===== config.mk =====
export PLATFORM = sky130hd
export DESIGN_NAME = spi_peripheral_gen
export DESIGN_NICKNAME = d
export VERILOG_FILES = /design/src/rtl/spi_pkg.sv /design/src/rtl/spi_edge_sync.sv /design/src/rtl/spi_peripheral_gen.sv
export SDC_FILE = /design/constraint.sdc
export NUM_CORES = 1
export LEC_CHECK = 0
export ABC_AREA = 1
export CAP_MARGIN = 30
export CORE_MARGIN = 2
export CORE_UTILIZATION = 40
export CTS_CLUSTER_SIZE = 25
export DETAILED_ROUTE_END_ITERATION = 10
export GPL_TIMING_DRIVEN = 0
export PLACE_DENSITY = 0.67
export SYNTH_ARGS = -nofsm -noshare
export SYNTH_HDL_FRONTEND = slang
export SYNTH_HIERARCHICAL = 1
export SYNTH_SLANG_ARGS = --single-unit

===== constraint.sdc =====
create_clock -name clk -period 1.95 [get_ports clk]
set_input_delay 0.2925 -clock clk [delete_from_list [all_inputs] [get_ports clk]]
set_output_delay 0.2925 -clock clk [all_outputs]
set_load 0.05 [all_outputs]

===== src/rtl/spi_pkg.sv =====
// rtl/spi_pkg.sv - shared state/mode types and edge-role helper for the SPI peripheral
package spi_pkg;

  typedef enum logic [1:0] {IDLE, LOAD, SHIFT} spi_dev_state_t;

  typedef struct packed {
    logic cpol;
    logic cpha;
  } spi_mode_t;

  function automatic logic is_sample_edge(input spi_mode_t mode, input logic rise,
                                          input logic fall);
    logic lead;
    logic trail;
    lead  = mode.cpol ? fall : rise;
    trail = mode.cpol ? rise : fall;
    return mode.cpha ? trail : lead;
  endfunction

endpackage


===== src/rtl/spi_edge_sync.sv =====
// rtl/spi_edge_sync.sv - SYNC_STAGES-deep synchroniser with rise/fall pulses on the synced value
module spi_edge_sync #(
  parameter int   STAGES  = 2,
  parameter logic RST_VAL = 1'b0
) (
  input  logic clk,
  input  logic rst,
  input  logic d_i,
  output logic rise_o,
  output logic fall_o
);

  logic [STAGES-1:0] sync_q;
  logic              prev_q;

  always_ff @(posedge clk or posedge rst) begin
    if (rst) begin
      sync_q <= {STAGES{RST_VAL}};
      prev_q <= RST_VAL;
    end else begin
      sync_q <= {sync_q[STAGES-2:0], d_i};
      prev_q <= sync_q[STAGES-1];
    end
  end

  assign rise_o = sync_q[STAGES-1] & ~prev_q;
  assign fall_o = ~sync_q[STAGES-1] & prev_q;

endmodule


===== src/rtl/spi_peripheral_gen.sv =====
// rtl/spi_peripheral_gen.sv - parametrised SPI target with oversampled pins and a valid/ready side
// Define SPI_PERIPHERAL_LSB_FIRST_EN to shift and receive LSB first.
module spi_peripheral_gen
  import spi_pkg::*;
#(
  parameter int DATA_WIDTH  = 8,
  parameter int SYNC_STAGES = 2
) (
  input  logic                  clk,
  input  logic                  rst,
  input  logic                  cpol,
  input  logic                  cpha,
  input  logic [DATA_WIDTH-1:0] tx_data,
  input  logic                  tx_valid,
  output logic                  tx_ready,
  output logic [DATA_WIDTH-1:0] rx_data,
  output logic                  rx_valid,
  output logic                  busy,
  output logic                  incomplete,
  output logic                  tx_underrun,
  input  logic                  sck,
  input  logic                  cs_n,
  input  logic                  si,
  output logic                  so,
  output logic                  so_highz
);

  localparam int CW = $clog2(DATA_WIDTH + 1);
  localparam logic [CW-1:0] CNT_FULL = CW'(DATA_WIDTH);
  localparam logic [CW-1:0] CNT_ONE  = CW'(1);

  logic sck_rise, sck_fall, cs_rise, cs_fall;
  logic [SYNC_STAGES-1:0] si_sync_q;
  logic si_s, sample_edge, sample_cap, shift_edge;

  spi_dev_state_t state_q;
  spi_mode_t      mode_q;
  logic [DATA_WIDTH-1:0] hold_q, shift_q, shift_nxt, load_word;
  logic [DATA_WIDTH-1:0] rx_shift_q, rx_shift_d, rx_data_q;
  logic [CW-1:0] bit_cnt_q, bit_cnt_d;
  logic hold_full_q, first_q, urun_pend_q, rx_valid_q, busy_q;
  logic incomplete_q, underrun_q, so_highz_q;

  spi_edge_sync #(.STAGES(SYNC_STAGES), .RST_VAL(1'b0)) u_sck_sync (
    .clk(clk), .rst(rst), .d_i(sck), .rise_o(sck_rise), .fall_o(sck_fall)
  );

  spi_edge_sync #(.STAGES(SYNC_STAGES), .RST_VAL(1'b1)) u_cs_sync (
    .clk(clk), .rst(rst), .d_i(cs_n), .rise_o(cs_rise), .fall_o(cs_fall)
  );

  always_ff @(posedge clk or posedge rst) begin
    if (rst) si_sync_q <= '0;
    else     si_sync_q <= {si_sync_q[SYNC_STAGES-2:0], si};
  end

  assign si_s        = si_sync_q[SYNC_STAGES-1];
  assign sample_edge = is_sample_edge(mode_q, sck_rise, sck_fall);
  assign sample_cap  = sample_edge && (bit_cnt_q != CNT_FULL);
  assign shift_edge  = (sck_rise | sck_fall) & ~sample_edge;
  assign load_word   = hold_full_q ? hold_q : '1;
  assign bit_cnt_d   = sample_cap ? bit_cnt_q + CNT_ONE : bit_cnt_q;

`ifdef SPI_PERIPHERAL_LSB_FIRST_EN
  assign rx_shift_d = sample_cap ? {si_s, rx_shift_q[DATA_WIDTH-1:1]} : rx_shift_q;
  assign shift_nxt  = shift_q >> 1;
  assign so         = shift_q[0];
`else
  assign rx_shift_d = sample_cap ? {rx_shift_q[DATA_WIDTH-2:0], si_s} : rx_shift_q;
  assign shift_nxt  = shift_q << 1;
  assign so         = shift_q[DATA_WIDTH-1];
`endif

  // A mid-frame reload with an empty holding register only counts as an underrun once the
  // master actually clocks that word; a reload the frame ends on is never transmitted.
  always_ff @(posedge clk or posedge rst) begin
    if (rst) begin
      state_q      <= IDLE;
      mode_q       <= '0;
      hold_q       <= '0;
      hold_full_q  <= 1'b0;
      shift_q      <= '0;
      rx_shift_q   <= '0;
      rx_data_q    <= '0;
      bit_cnt_q    <= '0;
      first_q      <= 1'b0;
      urun_pend_q  <= 1'b0;
      rx_valid_q   <= 1'b0;
      busy_q       <= 1'b0;
      incomplete_q <= 1'b0;
      underrun_q   <= 1'b0;
      so_highz_q   <= 1'b1;
    end else begin
      rx_valid_q <= 1'b0;
      underrun_q <= 1'b0;
      if (tx_valid && !hold_full_q) begin
        hold_q      <= tx_data;
        hold_full_q <= 1'b1;
      end
      case (state_q)
        IDLE: begin
          so_highz_q <= 1'b1;
          if (cs_fall) begin
            mode_q       <= '{cpol: cpol, cpha: cpha};
            busy_q       <= 1'b1;
            incomplete_q <= 1'b0;
            state_q      <= LOAD;
          end
        end
        LOAD: begin
          if (cs_rise) begin
            state_q    <= IDLE;
            busy_q     <= 1'b0;
            so_highz_q <= 1'b1;
          end else begin
            shift_q     <= load_word;
            if (hold_full_q) hold_full_q <= 1'b0;
            underrun_q  <= ~hold_full_q;
            urun_pend_q <= 1'b0;
            bit_cnt_q   <= '0;
            first_q     <= 1'b1;
            so_highz_q  <= 1'b0;
            state_q     <= SHIFT;
          end
        end
        SHIFT: begin
          if (cs_rise) begin
            state_q     <= IDLE;
            busy_q      <= 1'b0;
            so_highz_q  <= 1'b1;
            bit_cnt_q   <= '0;
            urun_pend_q <= 1'b0;
            if (bit_cnt_d == CNT_FULL) begin
              rx_data_q  <= rx_shift_d;
              rx_valid_q <= 1'b1;
            end else if (bit_cnt_d != '0) begin
              incomplete_q <= 1'b1;
            end
          end else if (bit_cnt_q == CNT_FULL) begin
            rx_data_q   <= rx_shift_q;
            rx_valid_q  <= 1'b1;
            shift_q     <= load_word;
            if (hold_full_q) hold_full_q <= 1'b0;
            urun_pend_q <= ~hold_full_q;
            bit_cnt_q   <= '0;
            first_q     <= 1'b1;
          end else if (sample_cap) begin
            rx_shift_q  <= rx_shift_d;
            bit_cnt_q   <= bit_cnt_d;
            first_q     <= 1'b0;
            underrun_q  <= urun_pend_q;
            urun_pend_q <= 1'b0;
          end else if (shift_edge) begin
            // The first drive edge of a word only presents the freshly loaded MSB.
            if (first_q) first_q <= 1'b0;
            else         shift_q <= shift_nxt;
          end
        end
        default: state_q <= IDLE;
      endcase
    end
  end

  assign tx_ready    = ~hold_full_q;
  assign rx_data     = rx_data_q;
  assign rx_valid    = rx_valid_q;
  assign busy        = busy_q;
  assign incomplete  = incomplete_q;
  assign tx_underrun = underrun_q;
  assign so_highz    = so_highz_q;

endmodule


Word level (Yosys, flattened, before mapping)
Cells that the tools add are included.
{"block": "word_totals", "inputBits": 16, "out_inout_bits": 15, "reg_bits": 56, "elab_cells": 137}
{"block": "op_classes", "reduce_logical": 21, "bitwise": 14, "add_sub_neg": 1, "n_eq_ne": 18, "n_mux": 62}
{"cell": "8-bit 2-to-1 mux", "n": 11}
{"cell": "1-bit 2-to-1 mux", "n": 33}
{"cell": "4-bit 2-to-1 mux", "n": 5}
{"cell": "8-bit one-hot mux with 2 select lines", "n": 1}
{"cell": "2-bit inequality test (second input constant)", "n": 6}
{"cell": "4-bit inequality test (second input constant)", "n": 3}
{"cell": "1-bit one-hot mux with 2 select lines", "n": 6}
{"cell": "3-bit inequality test (second input constant)", "n": 3}
{"cell": "3-bit AND reduction", "n": 3}
{"cell": "4-bit == test (second input constant)", "n": 2}
{"cell": "1-bit NOT", "n": 8}
{"cell": "4-bit one-hot mux with 2 select lines", "n": 1}
{"cell": "4-bit AND reduction", "n": 2}
{"cell": "2-bit nonzero test", "n": 4}
{"cell": "2-bit 2-to-1 mux", "n": 3}
{"cell": "2-bit one-hot mux with 3 select lines", "n": 1}
{"cell": "2-bit AND reduction", "n": 3}
{"cell": "6-bit AND reduction", "n": 1}
{"cell": "1-bit bitwise AND", "n": 5}
{"cell": "5-bit AND reduction", "n": 1}
{"cell": "4-bit by 1-bit adder with 4-bit output (second input constant)", "n": 1}
{"cell": "2-bit by 1-bit inequality test with 1-bit output (second input constant)", "n": 2}
{"cell": "4-bit nonzero test", "n": 1}
{"cell": "1-bit one-hot mux with 3 select lines", "n": 1}
{"cell": "other kinds (8)", "n": 9}

Depth between registers and ports, before layout
{"block": "depth", "word_depth": 11, "ltp_mapped": 14, "ltp_nobuf": 14}

Cells and area by module
Netlist, hierarchy kept.
{"mod": "spi_peripheral_gen", "cells_each": 287, "area_per_inst_um2": 2491.1, "seq_area_each_um2": 1252.5, "instances": 1}
{"mod": "spi_edge_sync at u_cs_sync", "cells_each": 8, "area_per_inst_um2": 97.6, "seq_area_each_um2": 78.8, "instances": 1}
{"mod": "spi_edge_sync at u_sck_sync", "cells_each": 8, "area_per_inst_um2": 93.8, "seq_area_each_um2": 75.1, "instances": 1}

Worst setup path before layout
Ideal clock, no wire load.
{"block": "synth_timing", "kind": "flip-flop to flip-flop", "startpoint": "register bit_cnt_q[0]", "endpoint": "register rx_data_q[0], in the netlist rx_data[0]", "setup_ns": 0.119, "n_path_buf": 0, "stages_incl_launch_ff": 14, "t_required_ns": 1.831, "t_arrival_ns": 1.523, "slack_ns": 0.308, "period_less_slack_ns": 1.642, "path_cell_list": "dfrtp_1 -> inv_1 -> ha_1 -> nand3_2 -> inv_2 -> nor2_4 -> nand2_1 -> nand2_1 -> nor2_2 -> nand2_1 -> nand2_4 -> nand2_4 -> nand2_1 -> nand2_1"}
{"block": "synth_between", "elab_chain_len": 6, "word_cells_on_any_way": 12, "cone_classes": "1 x add/sub; 4 x eq/ne; 4 x mux; 3 x reduce/logical"}
{"element": "from (decl)", "line_no": "spi_peripheral_gen.sv:40", "rtl": "logic [CW-1:0] bit_cnt_q, bit_cnt_d;"}
{"element": "from (signal assigned)", "line_no": "spi_peripheral_gen.sv:149", "rtl": "bit_cnt_q <= bit_cnt_d;"}
{"element": "parallel branches: the longest is 6 deep, another holds 4-bit by 1-bit adder with 4-bit output"}
{"element": "to (signal assigned)", "line_no": "spi_peripheral_gen.sv:134", "rtl": "rx_data_q <= rx_shift_d;"}
{"element": "to (signal assigned)", "line_no": "spi_peripheral_gen.sv:140", "rtl": "rx_data_q <= rx_shift_q;"}
{"element": "to (decl)", "line_no": "spi_peripheral_gen.sv:39", "rtl": "logic [DATA_WIDTH-1:0] rx_shift_q, rx_shift_d, rx_data_q;"}
Several ways; the timed one is not identified. The select of a mux whose other input is x is not followed.
A chain may end at the register's enable or synchronous reset.

Worst setup path in the final report
{"block": "layout_timing", "startpoint": "register hold_full_q", "endpoint": "output tx_ready"}
{"block": "layout_between", "elab_chain_len": 1}
{"element": "from (decl)", "line_no": "spi_peripheral_gen.sv:41", "rtl": "logic hold_full_q, first_q, urun_pend_q, rx_valid_q, busy_q;"}
{"element": "from (signal assigned)", "line_no": "spi_peripheral_gen.sv:81", "rtl": "hold_full_q <= 1'b0;"}
{"element": "from (signal assigned)", "line_no": "spi_peripheral_gen.sv:98", "rtl": "hold_full_q <= 1'b1;"}
{"element": "from (signal assigned)", "line_no": "spi_peripheral_gen.sv:117", "rtl": "if (hold_full_q) hold_full_q <= 1'b0;"}
{"element": "1-bit NOT", "line_no": "spi_peripheral_gen.sv:164", "rtl": "assign tx_ready = ~hold_full_q;"}
{"element": "to (decl)", "line_no": "spi_peripheral_gen.sv:15", "rtl": "output logic tx_ready,"}
No other way between the ends.

==> flow_metrics.env <==
export IMPL_vias_per_cell=4.80
export IMPL_area_delta_synth_final_pct=22.3
export IMPL_fin_skew_ns=0.00855
export IMPL_fin_crit_sh_pct=93.4
export IMPL_start_util_pct=41.8
export IMPL_n_antenna_cell=0
export IMPL_core_rowCount=29
export IMPL_cts_tree="yes"
export IMPL_netlist_area_leader_share_pct=48.5
export IMPL_yosysTopAreaCell="dfrtp_1"
export IMPL_place_hpwl_um=3700
export IMPL_postCtsHoldBufs=0
export IMPL_cp_startpoint="hold_full_q$_DFF_PP0_"
export IMPL_power_leakage_nw=1.63
export IMPL_cp_depth=3
export IMPL_path_cells="inv_1, clkbuf_1, clkdlybuf4s15_2"
export IMPL_tns_ns=0
export IMPL_relSlewSlack_pct=66.7
export IMPL_worstPathRequired_ns=1.66
export IMPL_critical_path_class="flop to primary output"
export IMPL_core_area_um2=6420
export IMPL_ys_ff_latch=56
export IMPL_grt_util_all_layers_pct=14.6
export IMPL_drc=0
export IMPL_routedWlPerCell_um=11.5
export IMPL_die_w_um=85.9
export IMPL_status="finished, final reports clean"
export IMPL_rrSetupSlack_ns=0.17
export IMPL_io_buffer_count=30
export IMPL_grt_max_degree=45
export IMPL_initialDrtViolationCount=76
export IMPL_synth_nets=325
export IMPL_final_max_slew_viol_count=0
export IMPL_root_buffer="clkbuf_8"
export IMPL_htreeDepth=2
export IMPL_hold_class="primary input to async pin"
export IMPL_stdcell_area_um2=3280
export IMPL_reg2reg_to="shift_q[6]$_DFFE_PP0P_"
export IMPL_setup_worst_path_end="tx_ready"
export IMPL_cp_arrival_ns=1.53
export IMPL_nNetsFinal=368
export IMPL_wirelength_um=4860
export IMPL_clockBufferDepth=2
export IMPL_die_height_um=85.9
export IMPL_cp_top_family="buffers and inverters"
export IMPL_clkTransAtPathRegs_ns=0.10
export IMPL_clk_latency_ns=0.30
export IMPL_cpMaxStageDelayCell="clkdlybuf4s15_2"
export IMPL_syn_avg_cell_area_um2=8.85
export IMPL_ys_types=31
export IMPL_synth_warning_count=6
export IMPL_first_pass_iters=6
export IMPL_worstPathMaxFanout=10
export IMPL_hold_viol_final=0
export IMPL_cp_end_kind="primary output"
export IMPL_syn_area_um2=2680
export IMPL_drive_gt1_share_pct=18.2
export IMPL_peakVddDrop_mv=0.634
export IMPL_vias=2035
export IMPL_setup_viol=0
export IMPL_reg2reg_depth=9
export IMPL_cts_inserted_buffers=5
export IMPL_boundaryPins=31
export IMPL_clkSinkCount=56
export IMPL_tightest_slew_ns=0.499
export IMPL_first_global_vias=1999
export IMPL_grt_pass1_wl_um=8740
export IMPL_cp_buffers_inverters=3
export IMPL_drtAntennaViolNets=0
export IMPL_synth_seq_area_share_pct=52.4
export IMPL_gp_congestion=0.864
export IMPL_place_area_um2=3100
export IMPL_cap_viol_max_count=0
export IMPL_die_area_um2=7380
export IMPL_synth_cells=303
export IMPL_yosys_top_cells_area="dfrtp_1, nand2_1, inv_1"
export IMPL_min_period_ns=1.82
export IMPL_powerDensity_nw_per_um2=1530
export IMPL_startpoint_type="flop"
export IMPL_antenna_found_initial=0
export IMPL_grt_overflow=0
export IMPL_reg2reg_from="state_q[0]$_DFFE_PP0P_"
export IMPL_slowest_delay_ns=0.43
export IMPL_rsz0062_at_grt="false"
export IMPL_fmax_ghz=0.549
-- per-stage QoR --
stage / power, mW / util [%] / hold slack [ns] / cells / setup slack, ns
after detailed placement: 4.30 / 48.3 / 0.341 / 411 / 0.0151
after global routing: 5.43 / 51.1 / 0.221 / 424 / 0.000585
final: 5.01 / 51.1 / 0.220 / 424 / 0.130
after global placement: 4.23 / 47.9 / 0.332 / 410 / -0.569
after floorplan: 3.65 / - / 0.0461 / 303 / 0.308
after CTS: 4.95 / 49.7 / 0.219 / 419 / 0.00314
-- registers in the layout, indices dropped and copies added (netlist names), 2 cells and up --
name               flops
hold_q                 8
rx_data                8
u_sck_sync/sync_q      2
rx_shift_q             8
shift_q                8
mode_q                 2
state_q                2
u_cs_sync/sync_q       2
si_sync_q              2
bit_cnt_q              4
-- synthesized netlist by cell type --
| cell | n |
|---|---|
| dfrtp_1 | 52 |
| nor2_4 | 3 |
| a21oi_4 | 1 |
| inv_2 | 8 |
| nand2_4 | 3 |
| nand3_2 | 3 |
| nor2_2 | 1 |
| a22oi_1 | 1 |
| ha_1 | 6 |
| o211ai_1 | 2 |
| o21bai_1 | 1 |
| or2_2 | 2 |
| dfstp_2 | 4 |
| nand3_4 | 1 |
| buf_6 | 1 |
| nand2_2 | 3 |
| o21ai_1 | 21 |
| o22ai_1 | 2 |
| nand3_1 | 12 |
| clkbuf_1 | 1 |
| a21oi_1 | 6 |
| a31oi_1 | 5 |
| xor2_1 | 1 |
| buf_2 | 2 |
| o21ai_0 | 23 |
| inv_1 | 44 |
| buf_4 | 1 |
| nand2_1 | 70 |
| mux2_2 | 8 |
| nand4_1 | 1 |
| nor2_1 | 14 |
-- kinds of logic (layout without fill, tap and decap cells) --
kind of cell               Yosys count  after routing  synth area share (%)
DFF                                 56             56                  52.4
muxes                                8              8                  3.36
AOI/OAI and AO/OA                   62             62                  12.7
adders and majority gates            6              6                  2.80
xor gates and xnor gates             1              1                 0.327
and+or+nand+nor                    113            113                  19.9
buffers and inverters               57            101                  8.49
-- power breakdown --
group          leakage (nW)  internal [mW]  total [mW]  switching, mW
Sequential            0.698           1.58        1.80          0.221
Clock                0.0445          0.290       0.650          0.360
Combinational         0.888          0.940        2.56           1.62
-- cells in the final DEF, fill, tap and decap left out, types with 2 or more instances in the layout --
cell type	count
nand2_4	4
nor2_1	11
nor2_2	4
inv_1	41
ha_1	5
clkbuf_8	6
o21ai_1	22
clkbuf_1	2
o211ai_1	2
o22ai_1	2
mux2_2	8
nand2_1	69
a21oi_1	6
buf_4	5
or2_2	2
dfrtp_1	52
inv_2	10
buf_12	2
a31oi_1	5
nor2_4	3
o21ai_0	22
nand3_1	12
nand3_4	3
clkdlybuf4s50_1	28
buf_2	2
nand2_2	3
dfstp_2	4
-- worst min path at each step --
stage / startpoint / end / cells past startpoint
after floorplan: rst / u_sck_sync/prev_q$_DFF_PP0_ / 1
after global placement: si_sync_q[0]$_DFF_PP0_ / si_sync_q[1]$_DFF_PP0_ / 0
after detailed placement: u_sck_sync/sync_q[0]$_DFF_PP0_ / u_sck_sync/sync_q[1]$_DFF_PP0_ / 0
after CTS: rst / u_sck_sync/sync_q[0]$_DFF_PP0_ / 2
after global routing: rst / u_sck_sync/sync_q[0]$_DFF_PP0_ / 2
final: rst / u_sck_sync/sync_q[0]$_DFF_PP0_ / 2
-- metal layers --
| metal | track usage [%] | vias to the layer above | part of all wire [%] |
|---|---|---|---|
| met3 | 2.60 | 4 | 2.5 |
| met4 | 3.90 | 0 | 0.76 |
| met2 | 25.3 | 31 | 48 |
| met5 | 0 | - | 0 |
| li1 | - | 1047 | - |
| met1 | 19.0 | 953 | 49 |
-- what timing repair did --
item                       4_1_cts  5_1_grt
setup endpoints to repair        1       30
buffers inserted                 0        5
resized for setup                3       13
pin swaps                        0        3
-- area by class of cell --
type	count	area, um^2
fillers	588	3140
inverters	52	198
plain buffers	5	32.5
well taps	77	96.3
clock inverters	1	7.51
repair buffers	36	374
flip-flops and latches	56	1410
multi-input cells	190	1080
clock buffers	7	86.3
No activity file was read; power rests on OpenSTA's default activity.
